### src/rtl/dport_ram.sv
// True dual-port synchronous RAM, one clock, registered read data per port.
// Optional macro DPORT_RAM_BYPASS_EN: a read that meets a write from the other port to the same address returns the new data.
module dport_ram #(
  parameter int DATA_W = 32,
  parameter int ADDR_W = 3
) (
  input  logic              clock,
  input  logic              reset,
  input  logic              wenable1,
  input  logic              wenable2,
  input  logic [ADDR_W-1:0] addr1,
  input  logic [ADDR_W-1:0] addr2,
  input  logic [DATA_W-1:0] data_in1,
  input  logic [DATA_W-1:0] data_in2,
  output logic [DATA_W-1:0] data_out1,
  output logic [DATA_W-1:0] data_out2
);
  localparam int DEPTH = 1 << ADDR_W;

  logic [DATA_W-1:0] r_mem [DEPTH];
  logic [DATA_W-1:0] r_dout1, r_dout2;
  logic [DATA_W-1:0] w_rd1, w_rd2;

  always_comb begin
    w_rd1 = r_mem[addr1];
    w_rd2 = r_mem[addr2];
`ifdef DPORT_RAM_BYPASS_EN
    if (wenable2 && (addr2 == addr1)) w_rd1 = data_in2;
    if (wenable1 && (addr1 == addr2)) w_rd2 = data_in1;
`endif
  end

  // Port 2 is written first so port 1's assignment lands last and wins a same-address collision.
  always_ff @(posedge clock) begin
    if (reset) begin
      for (int i = 0; i < DEPTH; i++) r_mem[i] <= '0;
      r_dout1 <= '0;
      r_dout2 <= '0;
    end else begin
      if (wenable2) r_mem[addr2] <= data_in2;
      else          r_dout2      <= w_rd2;
      if (wenable1) r_mem[addr1] <= data_in1;
      else          r_dout1      <= w_rd1;
    end
  end

  assign data_out1 = r_dout1;
  assign data_out2 = r_dout2;
endmodule

### config.mk
export PLATFORM = sky130hd
export DESIGN_NAME = dport_ram
export DESIGN_NICKNAME = d
export VERILOG_FILES = /design/src/rtl/dport_ram.sv
export SDC_FILE = /design/constraint.sdc
export NUM_CORES = 1
export LEC_CHECK = 0
export BUFFER_PORTS_ARGS = -buffer_cell sky130_fd_sc_hd__buf_4
export CORE_UTILIZATION = 40
export CTS_BUF_LIST = sky130_fd_sc_hd__clkbuf_2
export CTS_CLUSTER_SIZE = 25
export DETAILED_ROUTE_END_ITERATION = 16
export GPL_TIMING_DRIVEN = 0
export MAX_ROUTING_LAYER = met4
export PLACE_DENSITY = 0.63
export SLEW_MARGIN = 5
export SYNTH_ARGS = -nofsm -noshare
export SYNTH_HDL_FRONTEND = slang
export SYNTH_SLANG_ARGS = --single-unit
### constraint.sdc
create_clock -name clock -period 2.8 [get_ports clock]
set_input_delay 0.14 -clock clock [delete_from_list [all_inputs] [get_ports clock]]
set_output_delay 0.14 -clock clock [all_outputs]
set_load 0.005 [all_outputs]
; Word level (Yosys, flattened, before mapping)
; Memories as Yosys holds them, arrays and structs flattened. A register that Yosys moved wholly into a read port is not among the register bits.
; Cells that the tools add are included.
[op_classes]
muxes = 14
n_reduce_logical = 4
shifts = 0
multipliers = 0
addsub = 0
eq_ne = 0
n_div = 0
bitwise_logic = 0
order_cmp = 0
[ops]
columns = cell, n
row1 = $mux W32, 2
row2 = $reduce_or A32 Y1, 2
row3 = $mux W1, 10
row4 = $mux W3, 2
row5 = $logic_not A1 Y1, 2
[word_totals]
mem_bits_rw = 256
ff_bits = 0
wordCells = 19
input_bits = 74
n_memories = 1
latchBits = 0
output_inout_bits = 64
romBits = 0
[memory_table]
columns = name, words, word_bits, read_ports, rd_ports_with_merged_regs, write_ports, line_no
row1 = r_mem, 8, 32, 2, 2, 8, 20  ; logic [DATA_W-1:0] r_mem [DEPTH];

; Depth between registers and ports, before layout
[logic_depth]
word_depth = 5
ltp_mapped = 6
depth_no_buf = 3

; Least setup slack after synthesis
; Ideal clock, no wire load.
[synth_timing]
kind = in2reg
start = input addr1[0]
end = memory r_mem[0][0] (enable)
path_stages = 4
setup_slack_ps = 685
n_path_buf = 1
t_required_ps = 2410
setup_ps = 390
t_arrival_ps = 1725
cell_sequence = buf_4 -> or3b_1 -> nor2_1 -> or3_1
[synth_lines]
columns = element, line_no
row1 = from (decl), 11  ; input logic [ADDR_W-1:0] addr1,
row2 = to (decl), 20

==> reports/results.tsv <==
stage	metric	value	unit
detailed_routing	DRC viols	0	
run	Max-Cap Viols	0	
placed_design	DP Cell Count	2069	
setup_path	CP max stage delay	980	ps
detailed_routing	Via Count	14600	
yosys	Post-Syn Nets	1525	
yosys	XOR/XNOR share of the synthesized area	0	%
sta	max-slew violation count	0	
yosys	top area cells in the synthesized netlist	edfxtp_1 45%, mux2i_1 14%, a22o_1 13%	
detailed_routing	vias per std cell	6.27	
global_routing	initial antenna violation count	1	
setup_path	R2R setup slack	1340	ps
layout	layout cells sized above 1	18.5	%
detailed_routing	Starting DRT DRC Count	1692	
yosys	Adder-Cell Fraction of Synth Area	0	%
outcome	status	complete, no violations	
global_routing	GRT Overall Usage	31.1	%
setup_path	WP data arrival	3490	ps
setup_path	CP max FO	18	
yosys	Syn Area/Cell	11.8	sq um
yosys	FF+latch count, synth	320	
sta	final setup fails	0	
global_routing	first-pass GRT wire length	94.9	mm
layout	Core Util, Final	48.3	%
placed_design	Post-DP HPWL	42.1	mm
die	Die X	209	um
power_and_ir_drop	Power Dens Cells	523	nW/um^2
layout	design area	20300	sq um
global_routing	total gr overflow	0	
global_routing	number of global-route vias before repair	14700	
yosys	Seq/Total Area, Yosys	52.3	%
yosys	largest family of logic cells by synthesized area	compound AO/OA/AOI/OAI gates	
worst_hold_path	worst hold path type	in2reg	
detailed_routing	top routing layer in use	met4	
cts	htree depth	3	
detailed_routing	met3 wire len	7.53	mm
sta	setup tns final	0	ps
setup_path	kind of critical path	in2reg	
die	Initial Util	40.7	%
sta	normalized max-slew margin	17.3	%
layout	Fill cells	3814	
sta	Slew @ Worst Pin	1240	ps
die	Cell Rows	75	
layout	Final #Nets	1796	
power_and_ir_drop	Power, Total	10.6	mW
cts	clock slew at reported path FFs	110	ps
placed_design	RePlAce Congestion	0.904	
yosys	Synth cell types	30	
yosys	Yosys Warn Count	0	
detailed_routing	DR pass1 iterations	6	
cts	Num CTS Buffers	82	
yosys	multiplexer share of the synthesized area	15.1	%
layout	register area	8970	sq um
layout	most frequent cells in the layout	256 x a22o_1, 256 x edfxtp_1, 240 x mux2i_1	
setup_path	CP required	3510	ps
detailed_routing	WL met1	24.6	mm
detailed_routing	WL/cell	28.8	um
detailed_routing	Detail Route met2 WL	30.8	mm
setup_path	type of destination of the critical path	flip-flop	
die	die area	43700	sq um
cts	CTS tree	done	
layout	Multi-input gate area	7100	sq um
die	I/O pin count	138	
sta	crit share post-route	99.3	%
cts	CTS sink cnt	320	
layout	Layout area overhead	18.6	%
sta	Clock Skew	93.1	ps
layout	Cell Count, Final, Fillers Out	2323	
die	die height	209	um
die	Core Region	42100	sq um
yosys	Post-Synth Simple-Gate Area	4.01	%
placed_design	dpl cell area	18600	sq um
sta	Fin. Hold Viols	0	
sta	min Tclk post-route	2780	ps
power_and_ir_drop	P_leak	8.16	nW
detailed_routing	WL final	66.9	mm
power_and_ir_drop	VDD IR max	0.242	mV
detailed_routing	Final ANT Viol Nets	0	
cts	Clock Path Buffers	3	
yosys	Post-Syn Area	17200	sq um
global_routing	largest net degree at the start of global routing	19	
sta	FMAX	360	MHz
yosys	area share of the leading cell type in the synthesized netlist	44.8	%
setup_path	slowest CP cell	clkbuf_1	
placed_design	PortBufs	71	
setup_path	crit path launch type	input port	
sta	RSZ-0062 raised after global routing	false	
yosys	area leader, netlist	edfxtp_1	
yosys	gate count of the mapped netlist	1451	
yosys	complex-gate fraction of the synthesized area	22.3	%
cts	clock latency on the worst-skew pair	1030	ps
setup_path	crit path cell chain	dlygate4sd3_1 > buf_4 > nand2_1 > clkbuf_1 > nor2_1 > or3_2 > buf_12	
cts	CTS root buffer	clkbuf_2	
cell usage after synthesis (all sizes together):
cell type and instances:
a21oi 64, a211oi 8, or3b 2, dfxtp 64, nor3b 1, nand2b 4, and2 1, or2 2
nand3b 2, o41a 60, mux2i 240, nor2b 2, o22ai 60, clkbuf 44, a221oi 4, nor2 137
inv 64, edfxtp 256, or3 8, and3b 1, nand2 2, a222oi 4, mux2 16, a22o 256
buf 149
worst max-delay path: cells and delay by family:
family / cells / cell delay (ps)
buf+inv: 4 / 1950
simple gates: 3 / 1360
state kept, by name, summed over array words and instances, names as in the netlist:
register	count
data_out1	32
r_mem	256
data_out2	32
worst paths after layout:
path | from | endpoint | cells after the start
worst max-delay path | addr2[2] | r_mem[6][3] | 7
worst min-delay path | addr2[0] | data_out2[6] | 5
worst max register to register | r_mem[6][4] | data_out1[4] | 3
worst min register to register | data_out1[17] | data_out1[17] | 2
report_power, final:
part / leakage, nW / internal [mW] / switching (mW)
logic: 4.59 / 0.681 / 1.04
clock network: 0.559 / 1.18 / 2.04
registers: 3.01 / 5.50 / 0.201
area by class of cell:
type | instances | share of cell area (%)
plain buffers | 193 | 4.22
flip-flops and latches | 320 | 44.1
inverters | 64 | 1.18
clock buffers | 125 | 3.07
multi-input cells | 874 | 34.9
well taps | 539 | 3.31
diodes | 2 | 0.0246
clock inverters | 19 | 0.400
repair buffers | 187 | 8.83
per-layer routing:
metal	up-vias	GRT usage (%)
li1	6205	-
met1	6987	36.6
met2	1114	48.5
met3	261	6.90
met4	0	19.3
met5	-	-
through the flow:
step | setup slack, ps | hold slack [ps]
global route | 37.9 | 67.1
detailed placement | -241 | 522
finish | 19.4 | 86.2
global placement | -648 | 515
CTS | 41.0 | 26.8
floorplan | 685 | 433
repair_timing:
item                                    in CTS  in global routing
hold buffers                               108                  0
resized for setup                            0                  4
endpoints found under the setup margin       0                 27
setup buffers                                0                  0
endpoints found under the hold margin      273                  0
logic make-up after synthesis:
| group | Yosys count |
|---|---|
| multiplexers | 256 |
| AND/OR/NAND/NOR | 162 |
| flip-flops | 320 |
| AO/OA/AOI/OAI | 456 |
| buffers and inverters | 257 |
Note: power is estimated with default switching activity, not from simulation.
